File: src/rtl/or_reduce_pipe.sv
// Pipelined OR/AND/XOR reduction tree with valid/ready handshaking on both sides.
// Define OR_REDUCE_PIPE_STICKY_EN to add a sticky "result was 1" flag (sticky_clr/sticky_y).
module or_reduce_pipe #(
  parameter int WIDTH     = 32,
  parameter int REG_EVERY = 2
) (
  input  logic             clk,
  input  logic             rst,
  input  logic             in_valid,
  output logic             in_ready,
  input  logic [WIDTH-1:0] in_data,
  input  logic [1:0]       in_op,
  output logic             out_valid,
  input  logic             out_ready,
  output logic             out_y,
`ifdef OR_REDUCE_PIPE_STICKY_EN
  input  logic             sticky_clr,
  output logic             sticky_y,
`endif
  output logic             busy
);

  localparam int L = $clog2(WIDTH);
  localparam int S = (L + REG_EVERY - 1) / REG_EVERY;
  localparam int P = 1 << L;

  logic [S-1:0] valid_q;
  logic [S-1:0] adv;
  logic [1:0]   op_q [S];
  logic [P-1:0] padded;

  function automatic logic combine(input logic a, input logic b, input logic [1:0] op);
    case (op)
      2'b01:   return a & b;
      2'b10:   return a ^ b;
      default: return a | b;
    endcase
  endfunction

  // Unused leaves get the identity of the selected op so they never change the result.
  if (P > WIDTH) begin : g_pad
    assign padded = {{(P - WIDTH){in_op == 2'b01}}, in_data};
  end else begin : g_nopad
    assign padded = in_data;
  end

  // A stage may move when some stage at or after it is empty, or the output is taken.
  always_comb begin
    logic full;
    adv = '0;
    for (int s = 0; s < S; s++) begin
      full = 1'b1;
      for (int k = s; k < S; k++) full = full & valid_q[k];
      adv[s] = out_ready | ~full;
    end
  end

  always_ff @(posedge clk) begin
    if (rst) begin
      valid_q <= '0;
    end else begin
      if (adv[0]) begin
        valid_q[0] <= in_valid;
        op_q[0]    <= in_op;
      end
      for (int s = 1; s < S; s++) begin
        if (adv[s]) begin
          valid_q[s] <= valid_q[s-1];
          op_q[s]    <= op_q[s-1];
        end
      end
    end
  end

  for (genvar s = 0; s < S; s++) begin : stg
    localparam int IN_LVL  = s * REG_EVERY;
    localparam int OUT_LVL = ((s + 1) * REG_EVERY < L) ? (s + 1) * REG_EVERY : L;
    localparam int IN_W    = P >> IN_LVL;
    localparam int OUT_W   = P >> OUT_LVL;

    logic [IN_W-1:0]  vec_in;
    logic [1:0]       op_in;
    logic [OUT_W-1:0] reduced;
    logic [OUT_W-1:0] data_q;

    if (s == 0) begin : g_first
      assign vec_in = padded;
      assign op_in  = in_op;
    end else begin : g_next
      assign vec_in = stg[s-1].data_q;
      assign op_in  = op_q[s-1];
    end

    // Levels are folded in place: node i of the next level overwrites slot i.
    always_comb begin
      logic [IN_W-1:0] t;
      t = vec_in;
      for (int k = 0; k < OUT_LVL - IN_LVL; k++) begin
        for (int i = 0; i < (IN_W >> (k + 1)); i++) begin
          t[i] = combine(t[2*i], t[2*i+1], op_in);
        end
      end
      reduced = t[OUT_W-1:0];
    end

    always_ff @(posedge clk) begin
      if (adv[s]) data_q <= reduced;
    end
  end

  assign in_ready  = adv[0];
  assign out_valid = valid_q[S-1];
  assign out_y     = valid_q[S-1] & stg[S-1].data_q[0];
  assign busy      = |valid_q;

`ifdef OR_REDUCE_PIPE_STICKY_EN
  logic sticky_q;

  always_ff @(posedge clk) begin
    if (rst)                               sticky_q <= 1'b0;
    else if (out_valid & out_ready & out_y) sticky_q <= 1'b1;
    else if (sticky_clr)                    sticky_q <= 1'b0;
  end

  assign sticky_y = sticky_q;
`endif

endmodule

File: config.mk
export PLATFORM = sky130hd
export DESIGN_NAME = or_reduce_pipe
export DESIGN_NICKNAME = d
export VERILOG_FILES = /design/src/rtl/or_reduce_pipe.sv
export SDC_FILE = /design/constraint.sdc
export NUM_CORES = 1
export LEC_CHECK = 0
export ABC_AREA = 1
export CORE_MARGIN = 3
export CORE_UTILIZATION = 40
export CTS_CLUSTER_DIAMETER = 150
export DETAILED_ROUTE_END_ITERATION = 8
export PLACE_DENSITY = 0.64
export SLEW_MARGIN = 10
export SYNTH_ARGS = -nofsm -noshare
export SYNTH_HDL_FRONTEND = slang
export SYNTH_SLANG_ARGS = --single-unit
File: constraint.sdc
create_clock -name clk -period 5.4 [get_ports clk]
set_input_delay 0.54 -clock clk [delete_from_list [all_inputs] [get_ports clk]]
set_output_delay 0.54 -clock clk [all_outputs]
set_load 0.03 [all_outputs]
; Yosys cells after proc, flatten, opt, wreduce, memory -nomap -nowiden
; Memories as Yosys holds them, arrays and structs flattened.
; Cells that the tools add are included.
; Widths: inputs -> output; s select.
[word_totals]
inputBits = 38
output_inout_bits = 4
word_cells = 157
n_memories = 1
mem_bits_rw = 6
reg_bits = 14
[op_classes]
n_bitwise = 103
n_mux = 40
reduce_logical = 1
n_eq_ne = 6
[mem_list]
columns = memory, depth, width, rd, rd_ports_with_merged_regs, write_ports, line
row1 = op_q, 3, 2, 2, 0, 3, 29  ; logic [1:0] op_q [S];
[op_table]
columns = op, n
row1 = $pmux 1 s2, 31
row2 = $and 1x1->1, 35
row3 = $or 1x1->1, 34
row4 = $xor 1x1->1, 31
row5 = $mux 1, 9
row6 = $eq 2x1->1 const B, 3
row7 = $eq 2x2->1 const B, 3
row8 = $not 1->1, 3
row9 = $reduce_or 3->1, 1

; Longest topological paths before layout
[depth]
ltp_word = 7
depth_mapped = 13
mapped_depth_nobuf = 11

; Least setup slack after synthesis
; No wires, ideal clock.
[synth_timing]
path_kind = input to register
start = input port in_op[0]
end = register stg[0].data_q[4], data pin
setup_ns = 0.260
required_time_ns = 5.140
path_slack_ns = 3.298
arrival_ns = 1.842
path_buffers = 2
stages = 13
path_cell_list = inv_1 -> ha_1 -> inv_2 -> buf_8 -> buf_8 -> nand3_2 -> o21ai_2 -> inv_2 -> ha_1 -> nand2_1 -> nand2_1 -> nand2_1 -> o21ai_0
[synth_via]
elab_chain_cells = 4
word_cells_on_any_way = 8
classes_between = eq/ne (2) / mux (3) / bitwise (3)
[synth_rtl]
columns = item, line
row1 = "start, declared", 12  ; input logic [1:0] in_op,
row2 = $eq 2x2->1 or $eq 2x1->1 (tied branches), 33  ; case (op)
row3 = $pmux 1 s2, 33
row4 = $or 1x1->1 (tied with other cells), 36  ; default: return a | b;
row5 = $pmux 1 s2 (*), 33
row6 = net stg[0].$13.t[4], 96  ; logic [IN_W-1:0] t;
row7 = "end signal, assigned", 107  ; if (adv[s]) data_q <= reduced;
row8 = "end, declared", 84  ; logic [OUT_W-1:0] data_q;
; Mark *: on every way through the listed nets, which the timed path passes. The rest lies on a longest branch.
; A chain may end at the register's enable or synchronous reset.

; Worst setup path in the final report
[layout_timing]
start = input port in_op[0]
end = register stg[0].data_q[0], data pin
; The elaborated chain is that of the path after synthesis.

==> impl_metrics.toml <==
[clock_network]
ctsHtreeMaxLevel = 1
cts-root-buf = "sky130_fd_sc_hd__clkbuf_8"
ctsHoldBuffers = 0
clock_tree.buffer_depth = 2
clk_transition_reported_paths_ns = 0.07
postCtsSetupBuffers = 0
clock_sinks = 18
tritoncts_clock_tree = "built"
cts_resized = 0
numCtsBuffers = 3
worst_skew_pair.late_latency_ns = 0.25

[placed_design]
gp_congestion = 0.723
portBuffers = 41
preCtsSetupSlack_ns = 2.04
hpwl_um = 3170

[logic_synthesis]
seq_area_frac_synth_pct = 19.8
netlist_area_sq_mm = 0.00257
cell_type_contributing_the_most_total_cell_area_after_synthesis = "sky130_fd_sc_hd__ha_1"
post-synth-top-area-fraction_pct = 33.0
synthesized_net_count = 443
synth.ff_latch_count = 18
synth_warnings = 0
netlist_top_cells_area = "sky130_fd_sc_hd__ha_1 (33%), sky130_fd_sc_hd__edfxtp_1 (17%), sky130_fd_sc_hd__nand2_1 (12%)"
post_synth_inst_count = 337
yosys.cell_count.top_type = "sky130_fd_sc_hd__nand2_1"
netlist_top_cells_count = "sky130_fd_sc_hd__nand2_1 (84), sky130_fd_sc_hd__inv_1 (83), sky130_fd_sc_hd__ha_1 (68)"
ys_types = 20
synth-edff-count = 15
syn_area_per_cell_sq_um = 7.64
synth_async_sr_flop_share_pct = 0
ys.flop_type = "sky130_fd_sc_hd__edfxtp_1"

[status]
outcome = "completed"

[layout]
nNetsFinal = 479
syn_to_final_growth_pct = 17.2
fillerInstances = 626
final_layout_size_suffix_gt1_share_pct = 11.8
antenna_cells = 0

[die]
num_rows = 28
die_h_um = 86.2
ioPinCount = 42
die_area_sq_mm = 0.00744
die_w_um = 86.2
core-area_sq_mm = 0.00606
initial_utilization_pct = 42.5

[setup_path]
cp_num_buf_inv = 4
crit_chain = "clkdlybuf4s50_1 -> inv_1 -> ha_1 -> inv_2 -> nand3_1 -> o21ai_2 -> inv_1 -> ha_1 -> nand2_1 -> nand2_1 -> nand2_1 -> o21ai_0"
worst_ep_required_time_ns = 5.36
endpoint_class_of_the_critical_path = "flop"
cp_max_fo = 48
cp_data_arrival_time_ns = 3.01
cp_common_cell = "sky130_fd_sc_hd__nand2_1"
worst_setup_path_start_kind = "primary input"
cpLargestDelayFamily = "buffers and inverters"
crit_slowest_cell = "sky130_fd_sc_hd__inv_2"
crit_path_max_incr_delay_ns = 0.67
path_class = "in2reg"

[detailed_routing]
route.vias.total = 2023
wirelength_um = 3910
initialDrtViolationCount = 50
detail_route.wl_per_cell_um = 8.74
detail_route.drc_violations = 0
detailedRoute.firstPassIterationCount = 4
final_antenna_net_count = 0
vias_per_cell = 4.53

[pwr]
p_seq_share_pct = 36.7
vdd.ir_drop.worst_uv = 109
power_report.internal_total_uw = 335
p_sw_uw = 171
power.switching_fraction_pct = 33.8
clockPowerShare_pct = 21.9
comb_power_share_pct = 41.4
p_per_area_mw_per_mm2 = 168
p_leak_uw = 0.00165

[sta]
share_of_the_clock_period_used_by_the_worst_path_after_layout_pct = 56.5
fin_setup_tns_ns = 0
clock_skew_ns = 0.00432
worst_slew_margin_rel_pct = 37.2
min_period_ns = 3.05
timing.final.ws_setup_ns = 2.35
worst-slew-pin-transition_ns = 0.942
rsz0062_at_grt = "false"
setup_viol = 0
fmax_mhz = 328
hold_violations = 0
final-max-slew-violation-count = 0

[global_routing]
grt_remaining_overflow = 0
combined_global_route_utilization_of_all_metal_layers_pct = 11.0
grt_antenna_before_repair = 0
grt_pass1_vias = 1776
grt_first_pass_wirelength_um = 7000
pin_count_of_the_biggest_net_entering_global_routing = 49

[worst_hold_path]
hp-class = "reg2reg"

[flow_run]
drv.max_cap_violation_count = 0
logic make-up (layout without fill, tap and decap cells):
group | count (synthesis) | after routing | share of synthesized area [%]
simple gates | 109 | 109 | 19.4
buf+inv | 106 | 141 | 18.5
fa+ha+maj | 68 | 68 | 33.0
compound gates | 36 | 36 | 9.18
flops | 18 | 18 | 19.8
worst paths after layout:
kind	start	endpoint	slack [ns]	cells past startpoint
hold / removal	valid_q[0]$_SDFFE_PP0N_	valid_q[1]$_SDFFE_PP0N_	0.49	2
setup reg to reg	op_q[0][0]$_DFFE_PP_	stg[1].data_q[1]$_DFFE_PN_	3.35	11
hold reg to reg	valid_q[0]$_SDFFE_PP0N_	valid_q[1]$_SDFFE_PP0N_	0.49	2
setup / recovery	in_op[0]	stg[0].data_q[0]$_DFFE_PN_	2.35	12
metrics by stage:
stage | cell area [sq um] | util (%) | hold slack, ns | power, uW | std cells
2_1_floorplan | 2570 | - | 0.444 | 349 | 337
3_3_place_gp | 2960 | 48.9 | 0.469 | 391 | 443
3_5_place_dp | 2960 | 48.9 | 0.480 | 402 | 443
4_1_cts | 3020 | 49.8 | 0.491 | 515 | 447
5_1_grt | 3020 | 49.8 | 0.516 | 560 | 447
6_report | 3020 | 49.8 | 0.487 | 506 | 447
metal layers:
layer	vias up	part of all wire, %	GRT usage [%]
li1	1090	-	-
met1	905	44	12.7
met2	24	52	21.7
met3	4	3.6	1.43
met4	0	0.59	1.70
met5	-	0	0
power groups by stage:
stage	Clock [uW]	Combinational, uW	Sequential [uW]
2_1_floorplan	0	162	186
3_3_place_gp	0	203	187
3_5_place_dp	0	213	189
4_1_cts	114	215	186
5_1_grt	121	251	188
6_report	111	209	186
layout make-up:
cell class	count	area, sq um	area share [%]
multi-input cells	213	1590	52.6
flip-flops and latches	18	510	16.9
repair buffers	41	410	13.6
inverters	96	360	11.9
well taps	75	93.8	3.11
clock buffers	4	55.1	1.82
registers in the layout (all words and copies together) (netlist names):
signal / count
op_q: 4
stg.data_q: 11
valid_q: 3
layout by cell type, fill, tap and decap left out:
cell	n
sky130_fd_sc_hd__edfxtp_1	15
sky130_fd_sc_hd__a21oi_1	4
sky130_fd_sc_hd__nand2_1	84
sky130_fd_sc_hd__a31oi_1	1
sky130_fd_sc_hd__nand3_1	9
sky130_fd_sc_hd__inv_2	13
sky130_fd_sc_hd__ha_1	68
sky130_fd_sc_hd__o21ai_0	14
sky130_fd_sc_hd__o21ai_1	2
sky130_fd_sc_hd__clkbuf_8	4
sky130_fd_sc_hd__o21ai_2	14
sky130_fd_sc_hd__dfxtp_1	3
sky130_fd_sc_hd__clkdlybuf4s50_1	41
sky130_fd_sc_hd__nand3_2	12
sky130_fd_sc_hd__nand2_2	1
sky130_fd_sc_hd__inv_1	83
sky130_fd_sc_hd__nand4_1	1
sky130_fd_sc_hd__a21boi_0	1
sky130_fd_sc_hd__nor2_1	2
worst reg2reg max path, cell delays in order (launching register included):
cell	delay, ns
sky130_fd_sc_hd__edfxtp_1	0.42
sky130_fd_sc_hd__inv_1	0.08
sky130_fd_sc_hd__ha_1	0.22
sky130_fd_sc_hd__inv_1	0.24
sky130_fd_sc_hd__nand3_1	0.12
sky130_fd_sc_hd__o21ai_0	0.13
sky130_fd_sc_hd__inv_1	0.08
sky130_fd_sc_hd__ha_1	0.29
sky130_fd_sc_hd__nand2_1	0.06
sky130_fd_sc_hd__nand2_1	0.05
sky130_fd_sc_hd__nand2_1	0.04
sky130_fd_sc_hd__o21ai_0	0.07
(Power assumes the default switching activity.)
